File: src/rtl/tod_pkg.sv
// Shared BCD types, digit limits, load FSM states and time validation for time_of_day_counter.
package tod_pkg;

    typedef logic [3:0] bcd_t;

    typedef struct packed {
        bcd_t h1;
        bcd_t h0;
        bcd_t m1;
        bcd_t m0;
        bcd_t s1;
        bcd_t s0;
    } tod_t;

    localparam bcd_t DIGIT_MAX = 4'd9;
    localparam bcd_t TENS_MAX  = 4'd5;

    typedef enum logic {
        S_READY = 1'b0,
        S_APPLY = 1'b1
    } tod_state_e;

    // BCD compare of the hour pair equals binary compare once both digits are <= 9.
    function automatic logic tod_valid(input tod_t t, input logic [7:0] hour_wrap);
        logic [7:0] hh;
        hh = {t.h1, t.h0};
        return (t.s1 <= TENS_MAX) && (t.s0 <= DIGIT_MAX) &&
               (t.m1 <= TENS_MAX) && (t.m0 <= DIGIT_MAX) &&
               (t.h1 <= DIGIT_MAX) && (t.h0 <= DIGIT_MAX) && (hh < hour_wrap);
    endfunction

endpackage

File: src/rtl/bcd_digit_counter.sv
// One BCD digit wrapping MAX->0 with carry; clear beats load beats inc, new value next cycle.
module bcd_digit_counter
    import tod_pkg::*;
#(
    parameter bcd_t MAX     = DIGIT_MAX,
    parameter bcd_t RST_VAL = 4'd0
) (
    input  logic clk,
    input  logic rst,
    input  logic clear,
    input  logic load,
    input  bcd_t load_val,
    input  logic inc,
    output bcd_t value,
    output bcd_t value_nxt,
    output logic carry_out
);

    bcd_t val_q, val_d;

    always_comb begin
        val_d = val_q;
        if (clear) begin
            val_d = 4'd0;
        end else if (load) begin
            val_d = load_val;
        end else if (inc) begin
            val_d = (val_q == MAX) ? 4'd0 : val_q + 4'd1;
        end
    end

    always_ff @(posedge clk) begin
        if (rst) begin
            val_q <= RST_VAL;
        end else begin
            val_q <= val_d;
        end
    end

    assign value     = val_q;
    assign value_nxt = val_d;
    assign carry_out = inc && (val_q == MAX);

endmodule

File: src/rtl/time_of_day_counter.sv
// BCD hh:mm:ss clock: tick shows next cycle; load shows 2 cycles after accept.
// load_ready drops for the one-cycle apply, so at most one load every 2 cycles.
module time_of_day_counter
    import tod_pkg::*;
#(
    parameter logic [23:0] RESET_TIME = 24'h000000,
    parameter logic [7:0]  HOUR_WRAP  = 8'h24
) (
    input  logic        clk,
    input  logic        rst,
    input  logic        tick,
    input  logic        run,
    input  logic        load_valid,
    output logic        load_ready,
    input  logic [23:0] load_time,
    input  logic        alarm_en,
    input  logic [23:0] alarm_time,
    output logic [23:0] time_bcd,
    output logic        min_tick,
    output logic        day_tick,
    output logic        alarm,
    output logic        load_err
);

    tod_state_e state_q, state_d;
    tod_t       cap_q, cap_d;
    logic       load_ready_q, load_ready_d;
    logic       pending_q, pending_d;
    logic       load_err_q, load_err_d;
    logic       min_tick_q, min_tick_d;
    logic       day_tick_q, day_tick_d;
    logic       alarm_q, alarm_d;

    logic       accept, apply, apply_ok, inc, hr_wrap;
    logic       c_s0, c_s1, c_m0, c_m1, c_h0, c_h1;
    bcd_t       s0, s1, m0, m1, h0, h1;
    bcd_t       s0_n, s1_n, m0_n, m1_n, h0_n, h1_n;
    logic [7:0] hour_inc;

    bcd_digit_counter #(.MAX(DIGIT_MAX), .RST_VAL(RESET_TIME[3:0])) u_s0 (
        .clk(clk), .rst(rst), .clear(1'b0), .load(apply_ok), .load_val(cap_q.s0),
        .inc(inc), .value(s0), .value_nxt(s0_n), .carry_out(c_s0));
    bcd_digit_counter #(.MAX(TENS_MAX), .RST_VAL(RESET_TIME[7:4])) u_s1 (
        .clk(clk), .rst(rst), .clear(1'b0), .load(apply_ok), .load_val(cap_q.s1),
        .inc(c_s0), .value(s1), .value_nxt(s1_n), .carry_out(c_s1));
    bcd_digit_counter #(.MAX(DIGIT_MAX), .RST_VAL(RESET_TIME[11:8])) u_m0 (
        .clk(clk), .rst(rst), .clear(1'b0), .load(apply_ok), .load_val(cap_q.m0),
        .inc(c_s1), .value(m0), .value_nxt(m0_n), .carry_out(c_m0));
    bcd_digit_counter #(.MAX(TENS_MAX), .RST_VAL(RESET_TIME[15:12])) u_m1 (
        .clk(clk), .rst(rst), .clear(1'b0), .load(apply_ok), .load_val(cap_q.m1),
        .inc(c_m0), .value(m1), .value_nxt(m1_n), .carry_out(c_m1));
    bcd_digit_counter #(.MAX(DIGIT_MAX), .RST_VAL(RESET_TIME[19:16])) u_h0 (
        .clk(clk), .rst(rst), .clear(hr_wrap), .load(apply_ok), .load_val(cap_q.h0),
        .inc(c_m1), .value(h0), .value_nxt(h0_n), .carry_out(c_h0));
    bcd_digit_counter #(.MAX(HOUR_WRAP[7:4]), .RST_VAL(RESET_TIME[23:20])) u_h1 (
        .clk(clk), .rst(rst), .clear(hr_wrap), .load(apply_ok), .load_val(cap_q.h1),
        .inc(c_h0), .value(h1), .value_nxt(h1_n), .carry_out(c_h1));

    always_comb begin
        accept   = load_valid && load_ready_q;
        apply    = (state_q == S_APPLY);
        apply_ok = apply && tod_valid(cap_q, HOUR_WRAP);
        // A pending tick and a fresh tick collapse into one increment.
        inc      = (state_q == S_READY) && !accept && run && (tick || pending_q);

        hour_inc = (h0 == DIGIT_MAX) ? {h1 + 4'd1, 4'd0} : {h1, h0 + 4'd1};
        hr_wrap  = c_m1 && ((hour_inc == HOUR_WRAP) || c_h1);

        state_d = state_q;
        if (accept) begin
            state_d = S_APPLY;
        end else if (apply) begin
            state_d = S_READY;
        end
        load_ready_d = (state_d == S_READY);
        cap_d        = accept ? tod_t'(load_time) : cap_q;
        pending_d    = run && apply && tick;
        load_err_d   = apply && !apply_ok;
        min_tick_d   = c_s1;
        day_tick_d   = hr_wrap;
        alarm_d      = inc && alarm_en &&
                       ({h1_n, h0_n, m1_n, m0_n, s1_n, s0_n} == alarm_time);
    end

    always_ff @(posedge clk) begin
        if (rst) begin
            state_q      <= S_READY;
            cap_q        <= '0;
            load_ready_q <= 1'b0;
            pending_q    <= 1'b0;
            load_err_q   <= 1'b0;
            min_tick_q   <= 1'b0;
            day_tick_q   <= 1'b0;
            alarm_q      <= 1'b0;
        end else begin
            state_q      <= state_d;
            cap_q        <= cap_d;
            load_ready_q <= load_ready_d;
            pending_q    <= pending_d;
            load_err_q   <= load_err_d;
            min_tick_q   <= min_tick_d;
            day_tick_q   <= day_tick_d;
            alarm_q      <= alarm_d;
        end
    end

    assign time_bcd   = {h1, h0, m1, m0, s1, s0};
    assign load_ready = load_ready_q;
    assign load_err   = load_err_q;
    assign min_tick   = min_tick_q;
    assign day_tick   = day_tick_q;
    assign alarm      = alarm_q;

endmodule

File: config.mk
export PLATFORM = sky130hd
export DESIGN_NAME = time_of_day_counter
export DESIGN_NICKNAME = d
export VERILOG_FILES = /design/src/rtl/tod_pkg.sv /design/src/rtl/bcd_digit_counter.sv /design/src/rtl/time_of_day_counter.sv
export SDC_FILE = /design/constraint.sdc
export NUM_CORES = 1
export LEC_CHECK = 0
export CELL_PAD_IN_SITES_DETAIL_PLACEMENT = 2
export CELL_PAD_IN_SITES_GLOBAL_PLACEMENT = 2
export CORE_UTILIZATION = 32
export CTS_BUF_LIST = sky130_fd_sc_hd__clkbuf_8
export DETAILED_ROUTE_END_ITERATION = 12
export GPL_TIMING_DRIVEN = 1
export PLACE_DENSITY_LB_ADDON = 0.1
export REMOVE_ABC_BUFFERS = 1
export SLEW_MARGIN = 25
export SYNTH_ARGS = -nofsm -noshare
export SYNTH_HDL_FRONTEND = slang
export SYNTH_SLANG_ARGS = --single-unit
File: constraint.sdc
create_clock -name clk -period 4.91 [get_ports clk]
set_clock_uncertainty 0.15 [all_clocks]
set_input_delay 0.982 -clock clk [delete_from_list [all_inputs] [get_ports clk]]
set_output_delay 0.982 -clock clk [all_outputs]
set_load 0.01 [all_outputs]
Yosys cells after proc, flatten, opt, wreduce, memory -nomap -nowiden
Cells that the tools add are included.

Add/sub/neg operators: 6. $lt $le $gt $ge: 7. Equal/unequal tests: 8. Mux-type cells: 22. Bitwise gates (word level): 2. Reduce and logical (&&, ||, !) cells: 27.

Operators by type and width (number): two-way mux 4 bit (20); adder 4 x 1 -> 4 bit, second input constant (6); == test 24 bit (1); logical AND 1 bit (23); <= comparator 4 bit, second input constant (4); == test 4 bit, second input constant (3); == test 4 x 3 -> 1 bit, second input constant (2); == test 8 x 6 -> 1 bit, second input constant (1); <= comparator 4 x 3 -> 1 bit, second input constant (2); less-than comparator 8 x 6 -> 1 bit, second input constant (1); two-way mux 8 bit (1); == test 4 x 2 -> 1 bit, second input constant (1); logical NOT 1 bit (2); logical OR 1 bit (2); NOT 1 bit (2); two-way mux 1 bit (1).

Register bits: 55. Logic and storage cells: 91.

Logic depth before layout (Yosys ltp)
Word-level depth: 16. Gate-level depth with buffers: 11.

Hierarchy
A second synthesis with hierarchy kept.

Cells, all modules: 310. Area total of the unflattened synthesis: 2979.1 um2.

Modules (own cells, without submodules): time_of_day_counter (times used 1, cells an instance 116, area each 1308.8 um2, seq. area each 620.6 um2); bcd_digit_counter (u_h0 ...) (times used 3, cells an instance 32, area each 276.5 um2, seq. area each 80.1 um2); bcd_digit_counter (u_m1 ...) (times used 2, cells an instance 32, area each 272.8 um2, seq. area each 80.1 um2); bcd_digit_counter (u_h1) (times used 1, cells an instance 34, area each 295.3 um2, seq. area each 80.1 um2).

Worst setup path after synthesis
OpenSTA, ideal clock, no wires.

Path type: input-to-reg. From: in load_valid. To: reg alarm_q (netlist: alarm). Library setup time: 88 ps. Data arrival time: 2949 ps. Required time: 4672 ps. Path slack: 1723 ps. Stages: 9. Path through: and2_1 nor4_4 buf_6 nand4b_1 a31oi_1 xnor2_1 o2111ai_1 or4_4 nor4_2.

Longest elaborated chain between the ends: 16. Elaborated cells between the ends (all ways): 30.

Ends and longest elaborated chain: start: declaration (RTL line time_of_day_counter.sv:13) `input logic load_valid,`; logical AND 1 bit (*) (RTL line time_of_day_counter.sv:60) `accept = load_valid && load_ready_q;`; logical NOT 1 bit (*) (RTL line time_of_day_counter.sv:64) `inc = (state_q == S_READY) && !accept && run && (tick || pending_q);`; logical AND 1 bit (*) (3 in a row) (RTL line time_of_day_counter.sv:64); logical AND 1 bit (6 in a row) (RTL line bcd_digit_counter.sv:42) `assign carry_out = inc && (val_q == MAX);`; logical OR 1 bit (RTL line time_of_day_counter.sv:67) `hr_wrap = c_m1 && ((hour_inc == HOUR_WRAP) || c_h1);`; logical AND 1 bit (RTL line time_of_day_counter.sv:67); two-way mux 4 bit (RTL line bcd_digit_counter.sv:23) `if (clear) begin`; == test 24 bit (RTL line time_of_day_counter.sv:82) `({h1_n, h0_n, m1_n, m0_n, s1_n, s0_n} == alarm_time);`; logical AND 1 bit (*) (RTL line time_of_day_counter.sv:81) `alarm_d = inc && alarm_en &&`; end signal: assignment (RTL line time_of_day_counter.sv:103) `alarm_q <= alarm_d;`; end: declaration (RTL line time_of_day_counter.sv:32) `logic alarm_q, alarm_d;`.

Every way passes the cells marked *; elsewhere a longest branch is shown, timed or not. A chain may end at the register's enable or synchronous reset.

Final worst setup path
Same ends and word-level chain as after synthesis.

==> impl_metrics.env <==
export IMPL_ys_flop_type="dfxtp_1"
export IMPL_start_util=0.329
export IMPL_cap_violations=0
export IMPL_via_count=3221
export IMPL_gr_usage_met3=0.0287
export IMPL_drive_gt1_frac=0.0731
export IMPL_hp_class="flip-flop to flip-flop"
export IMPL_cp_cell_sequence="clkdlybuf4s50_1 -> and2_1 -> nor4_4 -> nand4b_1 -> a31oi_1 -> xnor2_1 -> o2111ai_1 -> or4_4 -> nor4_2"
export IMPL_ctsResizeCount=0
export IMPL_status="complete, no violations"
export IMPL_syn_instance_count=362
export IMPL_setup_tns_ps=0
export IMPL_met1_usage=0.315
export IMPL_grt_start_max_net_pins=31
export IMPL_clk_pin_slew_ps=100
export IMPL_antenna_cells=0
export IMPL_fmax_mhz=254
export IMPL_endpoint_kind="flip-flop"
export IMPL_wl_per_cell_um=20.9
export IMPL_core_area_mm2=0.00977
export IMPL_crit_path_max_incr_delay_ps=840
export IMPL_place_congestion=0.843
export IMPL_power_mw=1.02
export IMPL_io_buffer_count=82
export IMPL_cts_tree="done"
export IMPL_power_leakage_nw=1.50
export IMPL_die_w_um=102
export IMPL_fin_nets=493
export IMPL_max_slew_margin_rel=0.389
export IMPL_cts_buffer_depth=2
export IMPL_crit_required_ps=5000
export IMPL_top_usage_layer="met2"
export IMPL_async_flop_share=0
export IMPL_cts_made_buffers=5
export IMPL_io_pins=83
export IMPL_ys_seq_elements=55
export IMPL_powerDensity_mw_per_mm2=239
export IMPL_fin_crit_ps=3930
export IMPL_slew_violations=0
export IMPL_arrival_ps=4020
export IMPL_h_tree_depth=2
export IMPL_slowest_stage="nor4_4"
export IMPL_clock_sinks=55
export IMPL_grt_antenna_before_repair=0
export IMPL_fin_crit_sh=0.801
export IMPL_grt_usage=0.236
export IMPL_ir_drop_v=0.000162
export IMPL_grt_pass1_vias=3357
export IMPL_worstMarginPinSlew_ps=909
export IMPL_root_buffer="clkbuf_8"
export IMPL_finalHoldViolCount=0
export IMPL_grt_setup_unrepaired="false"
export IMPL_startpoint_type="primary input"
export IMPL_routed_wirelength_mm=11.9
export IMPL_syn_avg_cell_area_um2=8.89
export IMPL_dieHeight_um=102
export IMPL_drc=0
export IMPL_dr_first_iter_drc_count=114
export IMPL_yosysSeqAreaShare=0.342
export IMPL_fillers=1114
export IMPL_yosys_warnings=0
export IMPL_postCtsSetupBuffers=0
export IMPL_crit_fanout=13
export IMPL_dp_hpwl_mm=9.25
export IMPL_design_area_mm2=0.00426
export IMPL_syn2layout_area_growth_pct=32.4
export IMPL_vias_per_cell=5.64
export IMPL_final_util=0.436
export IMPL_synth_edf_count=0
export IMPL_placed_cell_area_mm2=0.00414
export IMPL_rows=36
export IMPL_finalSetupViolCount=0
export IMPL_crit_type="primary input to flip-flop"
export IMPL_grt_pass1_wl_mm=18.5
export IMPL_clk_latency_ps=320
export IMPL_synthesis_area_mm2=0.00322
export IMPL_hold_buffers=0
export IMPL_use_met2=0.401
export IMPL_drtAntennaViolNets=0
export IMPL_ys_types=67
export IMPL_die_area_mm2=0.0105
export IMPL_overflow=0
export IMPL_drt_first_pass_iters=4
-- cell usage after synthesis (9+ instances only) --
| master | count | area, um2 |
|---|---|---|
| xor2_1 | 10 | 87.6 |
| nand2_1 | 14 | 52.6 |
| nor3_1 | 20 | 100 |
| dfxtp_1 | 55 | 1100 |
| nand4_1 | 10 | 62.6 |
| nand3_1 | 10 | 50.1 |
| inv_1 | 13 | 48.8 |
| a21oi_1 | 10 | 50.1 |
| nor2b_1 | 17 | 106 |
| clkbuf_1 | 9 | 33.8 |
| a22o_1 | 24 | 210 |
| nor2_1 | 24 | 90.1 |
| xnor2_1 | 12 | 105 |
-- sequential cells by signal (all words and copies together) (netlist names) --
| signal | flops |
|---|---|
| u_s0.value | 4 |
| cap_q | 24 |
| u_h1.value | 4 |
| load_err | 1 |
| u_m1.value | 4 |
| load_ready | 1 |
| u_m0.value | 4 |
| day_tick | 1 |
| u_s1.value | 4 |
| u_h0.value | 4 |
| apply | 1 |
| min_tick | 1 |
| alarm | 1 |
| pending_q | 1 |
-- stage by stage --
step                      hold slack (ps)  setup WS [ps]  std cells
after floorplan                       294           1600        343
after global placement                326            778        563
after detailed placement              327            664        563
after CTS                             355            947        571
after global routing                  396            820        571
final                                 350            979        571
-- critical path: cells and delay by family --
family	cells	cell delay [ps]
AOI/OAI and AO/OA	2	420
and+or+nand+nor	5	2030
xor gates and xnor gates	1	160
buffers and inverters	1	420
-- cells by family (layout without fill, tap and decap cells) --
kind of cell | count (synthesis) | count (layout) | share of synthesized area
mux | 5 | 5 | 0.0155
simple gates | 151 | 151 | 0.303
xor+xnor | 22 | 22 | 0.0599
flops | 55 | 55 | 0.342
buf+inv | 32 | 108 | 0.0470
compound gates | 95 | 95 | 0.225
fa+ha+maj | 2 | 2 | 0.00777
-- worst paths after layout --
kind                  from  endpoint  slack, ps  depth (start not counted)
max             load_valid     alarm        980                          9
min               cap_q[8]  cap_q[8]        350                          1
max reg2reg  u_s0.value[3]     alarm       1600                          8
min reg2reg       cap_q[8]  cap_q[8]        350                          1
-- cell usage in the layout (no fill, tap or decap), types with 5 or more instances in the layout --
cell,n
buf_4,5
nand3_1,10
nand2_1,14
o31ai_1,7
and3b_1,5
nor2b_1,17
xnor2_1,12
nor4_1,5
o211ai_1,7
dfxtp_1,55
nand4_1,10
clkbuf_8,6
o21ai_0,8
xor2_1,10
a22o_1,24
nor2_1,24
a31oi_1,8
nor3_1,20
inv_1,13
a21oi_1,10
clkdlybuf4s50_1,82
mux2i_1,5
-- report_power, final --
| group | leakage [nW] | internal, mW | total, mW | switching [mW] |
|---|---|---|---|---|
| clock network | 0.0618 | 0.168 | 0.333 | 0.165 |
| registers | 0.448 | 0.465 | 0.492 | 0.0275 |
| logic | 0.988 | 0.102 | 0.196 | 0.0940 |
| total | 1.50 | 0.735 | 1.02 | 0.286 |
-- metal layers --
layer  up-vias  routed length (um)
met5         -                   0
met4         0                 165
met3        13                 554
met2        90                5690
met1      1593                5520
li1       1525                   -
-- final cells by class --
| cell class | instances | area, um2 | area share |
|---|---|---|---|
| multi-input cells | 275 | 1970 | 0.461 |
| flip-flops and latches | 55 | 1100 | 0.258 |
| repair buffers | 87 | 858 | 0.201 |
| well taps | 133 | 166 | 0.0390 |
| clock buffers | 6 | 82.6 | 0.0194 |
| inverters | 13 | 48.8 | 0.0114 |
| clock inverters | 2 | 38.8 | 0.00910 |
Note: power is estimated with default switching activity, not from simulation.
